## config.mk

```make
export PLATFORM = sky130hd
export DESIGN_NAME = timer_bank
export DESIGN_NICKNAME = d
export VERILOG_FILES = /design/src/rtl/timer_bank_pkg.sv /design/src/rtl/timer_channel.sv /design/src/rtl/timer_bank.sv
export SDC_FILE = /design/constraint.sdc
export NUM_CORES = 1
export LEC_CHECK = 0
export ABC_AREA = 1
export CORE_MARGIN = 3
export CORE_UTILIZATION = 50
export CTS_CLUSTER_DIAMETER = 100
export DETAILED_ROUTE_END_ITERATION = 10
export DONT_BUFFER_PORTS = 1
export GPL_TIMING_DRIVEN = 0
export PLACE_DENSITY = 0.65
export SETUP_SLACK_MARGIN = 0.4
export SLEW_MARGIN = 20
export SYNTH_ARGS = -nofsm -noshare
export SYNTH_HDL_FRONTEND = slang
export SYNTH_SLANG_ARGS = --single-unit
```

## constraint.sdc

```tcl
create_clock -name sys_clk -period 1.8 [get_ports sys_clk]
set_clock_uncertainty 0.05 [all_clocks]
set_input_delay 0.36 -clock sys_clk [delete_from_list [all_inputs] [get_ports sys_clk]]
set_output_delay 0.36 -clock sys_clk [all_outputs]
set_load 0.02 [all_outputs]
```

## src/rtl/timer_bank_pkg.sv

```systemverilog
// Shared types and helpers for the timer_bank channel array.
// Optional PWM output is enabled by defining TIMER_BANK_PWM_EN.
package timer_bank_pkg;

    typedef enum logic {
        IDLE = 1'b0,
        RUN  = 1'b1
    } state_e;

    localparam logic MODE_PERIODIC = 1'b0;
    localparam logic MODE_ONESHOT  = 1'b1;

    // Low bit index of channel k inside a packed NUM_CH*w vector.
    function automatic int slice_lo(input int k, input int w);
        return k * w;
    endfunction

endpackage

```

## src/rtl/timer_channel.sv

```systemverilog
// One timer channel: IDLE/RUN FSM, counter, period register, tc/out pulses.
// With TIMER_BANK_PWM_EN defined it also carries a duty register and pwm output.
module timer_channel
    import timer_bank_pkg::*;
#(
    parameter int               CNT_W      = 26,
    parameter logic [CNT_W-1:0] DEF_PERIOD = {CNT_W{1'b0}}
) (
    input  logic             clk_i,
    input  logic             rst_ni,
    input  logic             en_i,
    input  logic             mode_i,
    input  logic             start_i,
    input  logic             load_i,
    input  logic [CNT_W-1:0] period_i,
`ifdef TIMER_BANK_PWM_EN
    input  logic [CNT_W-1:0] duty_i,
    output logic             pwm_o,
`endif
    output logic [CNT_W-1:0] cnt_o,
    output logic             tc_o,
    output logic             out_o,
    output logic             busy_o
);

    localparam logic [CNT_W-1:0] CNT_ZERO = {CNT_W{1'b0}};
    localparam logic [CNT_W-1:0] CNT_ONE  = CNT_W'(1'b1);

    state_e           state_q, state_d;
    logic [CNT_W-1:0] cnt_q, cnt_d;
    logic [CNT_W-1:0] period_q, period_d;
    logic             out_q, out_d;
    logic             tc_q, tc_d;
    logic             busy_q;
`ifdef TIMER_BANK_PWM_EN
    logic [CNT_W-1:0] duty_q, duty_d;
    logic             pwm_q, pwm_d;
`endif

    // Next-state logic: load overrides everything, then retrigger, pause, terminal, count.
    always_comb begin
        state_d  = state_q;
        cnt_d    = cnt_q;
        period_d = period_q;
        out_d    = out_q;
        tc_d     = 1'b0;
`ifdef TIMER_BANK_PWM_EN
        duty_d   = duty_q;
`endif
        if (load_i) begin
            period_d = period_i;
            cnt_d    = CNT_ZERO;
`ifdef TIMER_BANK_PWM_EN
            duty_d   = duty_i;
`endif
        end else begin
            case (state_q)
                IDLE: begin
                    cnt_d = CNT_ZERO;
                    if (((mode_i == MODE_PERIODIC) && en_i) ||
                        ((mode_i == MODE_ONESHOT) && start_i)) begin
                        state_d = RUN;
                    end else begin
                        state_d = IDLE;
                    end
                end
                RUN: begin
                    if ((mode_i == MODE_ONESHOT) && start_i) begin
                        cnt_d = CNT_ZERO;
                    end else if (!en_i) begin
                        cnt_d = cnt_q;
                    end else if (cnt_q == period_q) begin
                        cnt_d = CNT_ZERO;
                        tc_d  = 1'b1;
                        out_d = ~out_q;
                        if (mode_i == MODE_ONESHOT) begin
                            state_d = IDLE;
                        end else begin
                            state_d = RUN;
                        end
                    end else begin
                        cnt_d = cnt_q + CNT_ONE;
                    end
                end
                default: begin
                    state_d = IDLE;
                    cnt_d   = CNT_ZERO;
                end
            endcase
        end
`ifdef TIMER_BANK_PWM_EN
        // Judged on next-state values so the registered pwm lines up with cnt.
        pwm_d = (state_d == RUN) && (cnt_d < duty_d);
`endif
    end

    // State and output registers.
    always_ff @(posedge clk_i or negedge rst_ni) begin
        if (!rst_ni) begin
            state_q  <= IDLE;
            cnt_q    <= CNT_ZERO;
            period_q <= DEF_PERIOD;
            out_q    <= 1'b0;
            tc_q     <= 1'b0;
            busy_q   <= 1'b0;
`ifdef TIMER_BANK_PWM_EN
            duty_q   <= CNT_ZERO;
            pwm_q    <= 1'b0;
`endif
        end else begin
            state_q  <= state_d;
            cnt_q    <= cnt_d;
            period_q <= period_d;
            out_q    <= out_d;
            tc_q     <= tc_d;
            busy_q   <= (state_d == RUN);
`ifdef TIMER_BANK_PWM_EN
            duty_q   <= duty_d;
            pwm_q    <= pwm_d;
`endif
        end
    end

    assign cnt_o  = cnt_q;
    assign tc_o   = tc_q;
    assign out_o  = out_q;
    assign busy_o = busy_q;
`ifdef TIMER_BANK_PWM_EN
    assign pwm_o  = pwm_q;
`endif

endmodule

```

## src/rtl/timer_bank.sv

```systemverilog
// NUM_CH independent timer channels with packed per-channel vectors.
// Define TIMER_BANK_PWM_EN to add duty_i/pwm ports.
module timer_bank
    import timer_bank_pkg::*;
#(
    parameter int          CNT_W      = 26,
    parameter int          NUM_CH     = 2,
    parameter int unsigned DEF_PERIOD = 49_999_999
) (
    input  logic                    sys_clk,
    input  logic                    sys_rst_n,
    input  logic [NUM_CH-1:0]       en,
    input  logic [NUM_CH-1:0]       mode,
    input  logic [NUM_CH-1:0]       start,
    input  logic [NUM_CH-1:0]       load,
    input  logic [NUM_CH*CNT_W-1:0] period_i,
`ifdef TIMER_BANK_PWM_EN
    input  logic [NUM_CH*CNT_W-1:0] duty_i,
    output logic [NUM_CH-1:0]       pwm,
`endif
    output logic [NUM_CH*CNT_W-1:0] cnt,
    output logic [NUM_CH-1:0]       tc,
    output logic [NUM_CH-1:0]       out,
    output logic [NUM_CH-1:0]       busy
);

    localparam logic [CNT_W-1:0] DEF_P = CNT_W'(DEF_PERIOD);

    for (genvar k = 0; k < NUM_CH; k++) begin : g_ch
        localparam int LO = slice_lo(k, CNT_W);

        timer_channel #(
            .CNT_W      (CNT_W),
            .DEF_PERIOD (DEF_P)
        ) u_ch (
            .clk_i    (sys_clk),
            .rst_ni   (sys_rst_n),
            .en_i     (en[k]),
            .mode_i   (mode[k]),
            .start_i  (start[k]),
            .load_i   (load[k]),
            .period_i (period_i[LO +: CNT_W]),
`ifdef TIMER_BANK_PWM_EN
            .duty_i   (duty_i[LO +: CNT_W]),
            .pwm_o    (pwm[k]),
`endif
            .cnt_o    (cnt[LO +: CNT_W]),
            .tc_o     (tc[k]),
            .out_o    (out[k]),
            .busy_o   (busy[k])
        );
    end

endmodule

```

### After elaboration in Yosys (flattened, before gate mapping)

Cells that the tools add are included.

* magnitude comparators: 0
* shift operators: 0
* muxes and demuxes: 32
* multiply operators: 0
* reduce and logical (&&, ||, !) cells: 8
* bitwise operators: 10
* equal/unequal tests: 4
* divide/modulo/power cells: 0
* add/sub/neg operators: 2

Operators with widths (number)
* $mux 26: 8
* $pmux 26 s2: 2
* $add 26x1->26 const B: 2
* $eq 26x26->1: 2
* $mux 1: 20
* $not 1->1: 10
* $reduce_and 5->1: 2
* $ne 4x4->1 const B: 2
* $logic_and 1x1->1: 4
* $pmux 1 s2: 2
* $logic_or 1x1->1: 2

* output and inout port bits: 58
* word-level logic and storage cells: 66
* memories: 0
* bits in registers: 110
* bits in latches: 0
* input port bits: 62
* bits in writable memories: 0
* ROM bits: 0

### Longest topological paths before layout

Gate-level depths: netlist of the first run.

* depth in word-level cells: 6
* gate-level depth with buffers: 11
* mapped depth without buffers: 11

### By module

A second synthesis of the first run with hierarchy kept.

* cell total of the unflattened synthesis: 804
* area, all modules: 6188.4 um^2

By module, submodules not included
* timer_channel: area an instance 3094.2 um^2, instances 2, cells each 402

### Worst setup path before layout of the first run

Ideal clock, no wire load.

* path type: register to register
* start point: register g_ch[0].u_ch.cnt_q[0]
* end point: register g_ch[0].u_ch.cnt_q[16]
* period minus slack after synthesis: 1652 ps
* buffers on the path: 0
* path slack: 148 ps
* arrival time: 1481 ps
* cell stages (with the launch flop): 11
* path through: dfrtp_1 > ha_1 > nand2_1 > inv_1 > nand2_4 > nor2_2 > nand2_1 > nor2_2 > nand4_1 > nand3_1 > nor2_1

* word-level cells in the longest chain between the ends: 6
* elaborated cells on any way between the ends: 7
* classes of those cells: add/sub: 1; eq/ne: 1; mux: 5

RTL lines
* start, declared: RTL line timer_channel.sv:30 `logic [CNT_W-1:0] cnt_q, cnt_d;`
* start signal, assigned: RTL line timer_channel.sv:112 `cnt_q <= cnt_d;`
* $add 26x1->26 or $eq 26x26->1 (tied branches): RTL line timer_channel.sv:82, timer_channel.sv:72
* $mux 26 *: RTL line timer_channel.sv:72 `end else if (cnt_q == period_q) begin`
* $mux 26 *: RTL line timer_channel.sv:70 `end else if (!en_i) begin`
* $mux 26 *: RTL line timer_channel.sv:68 `if ((mode_i == MODE_ONESHOT) && start_i) begin`
* $pmux 26 s2 *: RTL line timer_channel.sv:57 `case (state_q)`
* $mux 26 *: RTL line timer_channel.sv:50 `if (load_i) begin`

Mark *: on every way between the ends. The rest lies on a longest branch, timed or not. The select of a mux whose other input is x is not followed.
A chain may end at the register's enable or synchronous reset.

### Final worst setup path of the first run

* start point: register g_ch[1].u_ch.cnt_q[10]
* end point: register g_ch[1].u_ch.cnt_q[10]

* word-level cells in the longest chain between the ends: 6
* elaborated cells on any way between the ends: 7
* classes of those cells: add/sub: 1; eq/ne: 1; mux: 5

RTL lines (RTL line)
* start, declared: timer_channel.sv:30
* start signal, assigned: timer_channel.sv:112
* $add 26x1->26 or $eq 26x26->1 (tied branches): timer_channel.sv:82, timer_channel.sv:72
* $mux 26 *: timer_channel.sv:72
* $mux 26 *: timer_channel.sv:70
* $mux 26 *: timer_channel.sv:68
* $pmux 26 s2 *: timer_channel.sv:57
* $mux 26 *: timer_channel.sv:50

Marked as above.

==> flow_summary.yaml, run 1 <==
sta:
  maxSlewViolCount: 0
  finalHoldViolCount: 110
  hold_slack_ns: -0.3590
  setup_tns_ns: -0.3431
  tightest_slew_ns: 0.6021
  rsz0062_at_grt: "true"
  fin_crit_sh_pct: 102.2
  setup_slack_ns: -0.04003
  fmax_mhz: 543.5
  setup_viol: 19
  finalCriticalPeriod_ns: 1.840
  slew-limit-headroom_pct: 59.86
cts:
  clkSlewWorstSetupHoldPaths_ns: 0.07
  clock_latency_ns: 0.36
  cts_made_buffers: 9
  cts_tree: "done"
  cts-htree-levels: 3
  clkSinkCount: 110
  root_buffer: "clkbuf_16"
  clk_path_buf_depth: 2
floorplan:
  coreArea_mm2: 0.01226
  die_width_um: 119.2
  start_util_pct: 52.21
  rows: 40
  die-area_mm2: 0.01420
  io_pins: 120
  die_y_um: 119.2
placement:
  io_buffers: 0
  place_inst: 1059
  place_ws_ns: -0.2167
  gp_congestion: 0.9210
  dp_hpwl_um: 12710
job:
  maxCapViolations: 0
power_and_ir_drop:
  irDropWorstVdd_mv: 0.6715
  leakagePower_nw: 3.393
  power.density_mw_per_mm2: 686.0
drt:
  viasPerCell: 5.247
  drtIter0Drc: 445
  firstDrtPassIters: 7
  final_antenna_net_count: 0
  drcViolationCount: 0
  routed_wl_um: 18080
  routedWlPerCell_um: 16.23
  vias: 5845
cells_and_area:
  finalNonFillerCells: 1114
  final_nets: 1005
  diodes: 0
  area_growth_pct: 24.76
  layout-drive-gt1-share_pct: 35.84
yosys:
  ys.flop_type: "dfrtp_1"
  synth_area_mm2: 0.006402
  synthTopCellsByArea: "dfrtp_1, nand2_1, dfstp_2"
  synth_edf_count: 0
  synth_top_area_cell: "dfrtp_1"
  yosysTopAreaCellShare_pct: 28.92
  yosys_warnings: 0
  avgSynthCellArea_um2: 7.186
  syn_nets: 955
  async_flop_share_pct: 100.0
  netlist_instances: 891
  synth.yosys.seq_area_share_pct: 43.70
  ys_ff_latch: 110
  yosysMostFrequentCell: "nand2_1"
  synthDistinctLibCells: 36
  yosys-top-cells-count: "nand2_1, nor2_1, inv_1"
global_route:
  overflow: 0
  grt_pass1_vias: 5550
  grt_usage_pct: 25.46
  antenna_found_initial: 0
  grt_pass1_wl_um: 28690
  grt_start_max_net_pins: 111
hold_path:
  min_path_type: "in -> async"
worst_setup_path:
  crit_path_start_kind: "flop"
  path_class: "reg -> reg"
  crit_arrival_ns: 2.04
  cp-end-kind: "flop"
  cp_max_fo: 5
  critPathRequiredTime_ns: 2.00
run_status:
  violations: "hold timing, setup timing"
  outcome: "complete, but fails checks"
[layout by cell type (no fill, tap or decap), types with 3 or more instances in the layout]
cell type,synthesis,routed
o21ai_1,8,6
xnor2_2,0,6
nor2_1,103,50
dfstp_2,36,36
buf_4,7,33
nand2_1,332,301
clkbuf_1,8,10
inv_1,84,74
a21oi_1,4,4
inv_2,18,28
buf_6,2,12
clkbuf_16,0,9
dfrtp_1,74,23
nand2_4,3,6
xnor2_1,21,14
buf_2,7,3
nor2_2,17,48
nand4_1,21,21
xor2_1,26,25
dfrtp_2,0,51
nand3_2,5,9
nand2_2,7,34
nand3_4,0,3
nand3_1,28,21
nor3_2,1,3
nor3_1,10,7
buf_12,0,3
o21ai_0,47,40
o21ai_2,0,9
nor2_4,5,27
buf_8,0,3
[metal layers]
metal | up-vias | part of all wire, % | routed length (um) | GRT usage, %
li1 | 2846 | - | - | -
met1 | 2765 | 46 | 8386 | 36.97
met2 | 212 | 43 | 7782 | 36.06
met3 | 22 | 9.3 | 1685 | 9.259
met4 | 0 | 1.2 | 224 | 6.300
met5 | - | 0 | 0 | 0
[worst max-delay path, cell delays in order, from the launching register on]
cell	delay, ns
dfrtp_2	0.47
buf_6	0.16
xnor2_4	0.12
nand2_2	0.10
nor2_2	0.12
nand2_2	0.09
nor2_4	0.19
nand3_4	0.11
nand2_4	0.13
buf_6	0.15
nor2_4	0.04
[area by class of cell]
cell class	count	area, um2
fill	1071	4274
sequential	110	2861
timing repair buffer	38	372.9
clock buffer	13	260.3
inverter	103	390.4
clock inverter	3	42.54
multi-input combinational	652	3651
tap	168	210.2
buffer	27	198.9
[power breakdown]
group          internal (mW)  leakage [nW]  total [mW]  switching [mW]
Combinational          0.259          1.96       0.651           0.391
Clock                   1.16         0.146        2.08           0.927
Sequential              2.64          1.29        2.75           0.106
Total                   4.05          3.39        5.48            1.42
[state kept, by name, indices dropped and copies added (netlist names)]
signal	count
g_ch.u_ch.period_q	52
g_ch.u_ch.cnt_o	52
g_ch.u_ch.out_o	2
g_ch.u_ch.tc_o	2
g_ch.u_ch.state_q	2
[metrics by stage]
stage	cell area [um2]	power (mW)	util, %	hold slack [ns]
2_1_floorplan	6506	3.137	-	0.01441
3_3_place_gp	6716	3.254	54.78	0.01739
3_5_place_dp	6716	3.274	54.78	0.01784
4_1_cts	7515	5.452	61.29	-0.3720
5_1_grt	7988	5.741	65.14	-0.3777
6_report	7988	5.480	65.14	-0.3590
[worst paths after layout]
path,startpoint,endpoint,slack [ns],depth (start not counted)
worst max-delay path,g_ch[1].u_ch.cnt_o[10],g_ch[1].u_ch.cnt_o[10],-0.04,10
worst min-delay path,sys_rst_n,g_ch[1].u_ch.cnt_o[1],-0.36,0
worst max register to register,g_ch[1].u_ch.cnt_o[10],g_ch[1].u_ch.cnt_o[10],-0.04,10
worst min register to register,g_ch[0].u_ch.period_q[6],g_ch[0].u_ch.period_q[6],0.42,2
max in group asynchronous,sys_rst_n,g_ch[1].u_ch.period_q[2],1.78,0
min in group sys_clk,period_i[32],g_ch[1].u_ch.period_q[6],0.03,2
[cells by family after synthesis]
| kind of cell | after synthesis | share of synthesized area [%] |
|---|---|---|
| xor gates and xnor gates | 47 | 6.430 |
| buffers and inverters | 130 | 8.442 |
| adders and majority gates | 2 | 0.3908 |
| DFF | 110 | 43.70 |
| AOI/OAI and AO/OA | 64 | 5.120 |
| and+or+nand+nor | 538 | 35.92 |
[timing repair]
action                                  CTS  global route
setup buffers                            20            16
cloned                                    2             1
hold endpoints to repair                110           110
pin swaps                                30            44
gates resized for setup                 101            92
endpoints found under the setup margin   61            64
(Power assumes the default switching activity.)
==> run 2, diff against run 1 <==
- CORE_MARGIN: 3 -> 2
==> flow_summary.yaml, run 2 (synthesis results as in run 1) <==
run_status:
  outcome: "complete, but fails checks"
  violations: "hold timing, setup timing"
floorplan:
  coreArea_mm2: 0.01257
  start_util_pct: 50.94
  die_y_um: 117.2
  io_pins: 120
  die_width_um: 117.2
  rows: 41
  die-area_mm2: 0.01373
sta:
  maxSlewViolCount: 0
  hold_slack_ns: -0.3622
  slew-limit-headroom_pct: 57.23
  finalHoldViolCount: 110
  fmax_mhz: 525.1
  tightest_slew_ns: 0.6416
  fin_crit_sh_pct: 105.8
  rsz0062_at_grt: "true"
  setup_viol: 45
  finalCriticalPeriod_ns: 1.904
  setup_slack_ns: -0.1043
hold_path:
  min_path_type: "in -> async"
drt:
  vias: 5906
  final_antenna_net_count: 0
  firstDrtPassIters: 5
  routedWlPerCell_um: 17.22
  viasPerCell: 5.316
  drcViolationCount: 0
  drtIter0Drc: 498
  routed_wl_um: 19130
placement:
  dp_hpwl_um: 13380
  place_ws_ns: -0.3354
  io_buffers: 0
  gp_congestion: 0.9488
cells_and_area:
  regArea_mm2: 0.002863
  diodes: 0
  final_nets: 998
  layout-drive-gt1-share_pct: 33.55
  final_common_cell: "nand2_1"
  multi_input_area_mm2: 0.003679
  final_cell_mix: "nand2_1, inv_1, nor2_1, dfrtp_2, o21ai_0"
  fill_cells: 1129
  area_growth_pct: 26.03
power_and_ir_drop:
  irDropWorstVdd_mv: 0.7669
  power.density_mw_per_mm2: 733.5
  p_total_mw: 5.918
  leakagePower_nw: 3.418
worst_setup_path:
  crit_top_cell: "nor2_4"
  rrSetupSlack_ns: -0.10
  crit_path_start_kind: "flop"
  reg2reg_from: "g_ch[0].u_ch.cnt_o[9]"
  path_class: "reg -> reg"
  cp-end-kind: "flop"
  critPathRequiredTime_ns: 1.98
  slowest_delay_ns: 0.52
  slowest_stage: "dfrtp_2"
  crit_arrival_ns: 2.09
  timing.rr.end: "g_ch[0].u_ch.cnt_o[9]"
  crit_chain: "inv_2 > nand2_2 > nand2_2 > nor2_4 > nand3_4 > nor2_4 > nand4_4 > nand2_4 > buf_12 > buf_12 > nor2_4"
  worst-r2r-cell-count: 11
  cp_max_fo: 7
global_route:
  grt_usage_pct: 28.26
  grt_pass1_wl_um: 29240
  antenna_found_initial: 0
  overflow: 0
  grt_start_max_net_pins: 111
  grt_pass1_vias: 5601
job:
  maxCapViolations: 0
cts:
  clk_path_buf_depth: 2
  root_buffer: "clkbuf_16"
  clkSlewWorstSetupHoldPaths_ns: 0.08
  clkSinkCount: 110
  cts-htree-levels: 3
  cts_made_buffers: 9
  cts_tree: "done"
  clock_latency_ns: 0.36
-- run 2: final cells by class --
cell class	instances	share of cell area [%]
Multi-Input combinational cell	651	45.59
Sequential cell	110	35.48
Inverter	103	4.791
Timing Repair Buffer	32	4.295
Clock buffer	10	2.962
Tap cell	172	2.667
Buffer	27	2.574
Clock inverter	6	1.644
-- run 2: worst max-delay path: cells and delay by family, from the launching register on --
family	cells	cell delay, ns
simple gates	8	0.88
buf+inv	3	0.31
flops	1	0.52
-- run 2: repair_timing --
item / 4_1_cts / 5_1_grt
endpoints found under the hold margin: 110 / 110
gates resized for setup: 133 / 63
setup endpoints to repair: 60 / 61
buffers inserted: 21 / 9
pin swaps: 39 / 33
cloned: 2 / 0
-- run 2: how the worst max path moves through the flow --
stage,endpoint,startpoint,slack (ns)
3_3_place_gp,g_ch[0].u_ch.cnt_o[15],g_ch[0].u_ch.cnt_o[8],-0.32
6_report,g_ch[0].u_ch.cnt_o[9],g_ch[0].u_ch.cnt_o[9],-0.10
5_1_grt,g_ch[0].u_ch.cnt_o[9],g_ch[0].u_ch.period_q[23],-0.16
3_5_place_dp,g_ch[0].u_ch.cnt_o[14],g_ch[0].u_ch.cnt_o[8],-0.34
4_1_cts,g_ch[1].u_ch.state_q,g_ch[1].u_ch.cnt_o[15],-0.01
2_1_floorplan,g_ch[1].u_ch.cnt_o[12],g_ch[1].u_ch.cnt_o[18],0.19
-- run 2: where the power goes --
part | total, mW | internal, mW | switching, mW | leakage [nW]
registers | 2.75 | 2.64 | 0.110 | 1.29
logic | 0.662 | 0.256 | 0.406 | 1.95
clock network | 2.51 | 1.54 | 0.967 | 0.179
-- run 2: metrics by stage --
| stage | std cells | TNS (ns) | cell area [um2] | hold slack [ns] | util, % |
|---|---|---|---|---|---|
| finish | 1111 | -1.930 | 8069 | -0.3622 | 64.20 |
| global route | 1111 | -5.417 | 8069 | -0.3809 | 64.20 |
| CTS | 1102 | -0.03859 | 7769 | -0.3738 | 61.81 |
| detailed placement | 1063 | -9.132 | 6721 | 0.01795 | 53.48 |
| global placement | 1063 | -8.592 | 6721 | 0.01718 | 53.48 |
| floorplan | 891 | 0 | 6506 | 0.01441 | - |
-- run 2: per-layer routing --
metal / global-route usage [%] / vias up / part of all wire, %
li1: - / 2833 / -
met1: 41.28 / 2828 / 45
met2: 41.72 / 228 / 45
met3: 8.960 / 17 / 9.3
met4: 5.176 / 0 / 1.0
met5: 0 / - / 0
==> patch: new RTL, flow settings as in run 2 <==
Add a define of `TIMER_BANK_PWM_EN`.
--- a/src/rtl/timer_channel.sv
+++ b/src/rtl/timer_channel.sv
@@ -1,4 +1,6 @@
 // One timer channel: IDLE/RUN FSM, counter, period register, tc/out pulses.
 // With TIMER_BANK_PWM_EN defined it also carries a duty register and pwm output.
+`define TIMER_BANK_PWM_EN
+
 module timer_channel
     import timer_bank_pkg::*;
Ports: changed (added duty_i and pwm); port bits go from 120 to 174. The function was not compared with the original's and may differ.
==> patch against run 2 <==
The run still ends with hold timing, setup timing left. Clock power is 48% higher. Worst setup slack worse by 1.3 ns. Total power grew 49%. Synthesized area is 46% higher. Routed wire length is 43% higher. Global-route usage decreased by 1.1 points. Sequential cell count up 54. Final area rose by 51%. Hold slack got worse by 0.072 ns.
==> patch: results <==
set metrics [dict create \
    reg2reg_depth 20 \
    crit_path_max_fanout 6 \
    grtUsageTotal 0.272 \
    fill_cells 1505 \
    drtIter0Drc 488 \
    hold_slack_ns -0.434 \
    setup_viol 53 \
    r2r_end "g_ch[0].u_ch.pwm_o$_DFF_PN0_" \
    grt_antenna_before_repair 1 \
    gp_congestion 0.889 \
    place_ws_ns -1.52 \
    vdd_drop_max_mv 0.551 \
    worst_slack_ns -1.44 \
    wl_per_cell_microns 17.6 \
    yosysWarnings 0 \
    grt_start_max_net_pins 165 \
    nets 1474 \
    htreeDepth 4 \
    port_buffers 0 \
    ys_seq_area_frac 0.444 \
    syn_avg_cell_area_sq_um 7.89 \
    p_leak_nw 5.75 \
    cts_buffers 17 \
    startpoint "g_ch[0].u_ch.cnt_o[0]$_DFF_PN0_" \
    ys_top_cells_by_area "dfrtp_1 34%, nand2_1 12%, dfstp_2 10%, inv_1 9.6%, ha_1 7.0%" \
    cpPeakStageDelay_ns 0.52 \
    violations "hold timing, setup timing" \
    met3_length_microns 1730 \
    tns_ns -15.25 \
    layout-drive-gt1-share 0.301 \
    met2_length_microns 13800 \
    grt_pass1_vias 8117 \
    final-hold-violation-count 164 \
    met1_length_microns 10900 \
    grt_pass1_wl_microns 41700 \
    hpwl_microns 18700 \
    synth_fp_nets 1351 \
    status "finished with violations" \
    routed_via_density 5.28 \
    cts_root_buffer "clkbuf_16" \
    clk_latency_ns 0.44 \
    worst_pin_slew_ns 0.632 \
    worstPathArrival_ns 3.54 \
    dr.pass1.iters 5 \
    worstSetupEndpointType "flip-flop" \
    fin_cells 1556 \
    yosysUniqueCellTypes 43 \
    synth_common_cells "298 x nand2_1, 238 x inv_1, 128 x dfrtp_1" \
]
patch: layout make-up:
cell class / count / share of cell area
inverter: 246 / 0.0776
buffer: 35 / 0.0206
clock inverter: 14 / 0.0123
multi-input combinational: 740 / 0.397
timing repair buffer: 104 / 0.0873
sequential: 164 / 0.345
tap: 234 / 0.0240
clock buffer: 18 / 0.0360
antenna: 1 / 0.000205
patch: kinds of logic after synthesis:
logic type	Yosys count	share of synthesized area
and+or+nand+nor	474	0.230
buffers and inverters	281	0.118
AOI/OAI and AO/OA	177	0.102
DFF	164	0.444
adders and majority gates	52	0.0696
xor gates and xnor gates	26	0.0243
muxes	11	0.0132
patch: what timing repair did:
| item | 4_1_cts | 5_1_grt |
|---|---|---|
| setup buffers | 48 | 26 |
| pin swaps | 33 | 38 |
| gates resized for setup | 116 | 70 |
| hold endpoints to repair | 192 | 164 |
| endpoints found under the setup margin | 111 | 70 |
| cloned | 2 | 0 |
patch: layer usage:
layer,GRT usage,vias up
met4,0.101,0
met5,0,-
met1,0.324,3930
met3,0.0659,61
li1,-,3960
met2,0.479,257
patch: stage by stage:
stage | util | hold WS [ns] | cell area, sq um | total power [mW]
6_report | 0.660 | -0.434 | 12200 | 8.82
3_3_place_gp | 0.538 | 0.0191 | 9950 | 4.89
2_1_floorplan | - | 0.0144 | 9660 | 4.71
4_1_cts | 0.633 | -0.444 | 11700 | 8.79
5_1_grt | 0.659 | -0.451 | 12200 | 9.14
3_5_place_dp | 0.538 | 0.0201 | 9950 | 4.92
patch: power breakdown:
group / internal, mW / switching (mW) / total [mW]
clock: 2.10 / 1.63 / 3.72
combinational: 0.427 / 0.593 / 1.02
sequential: 3.96 / 0.115 / 4.07
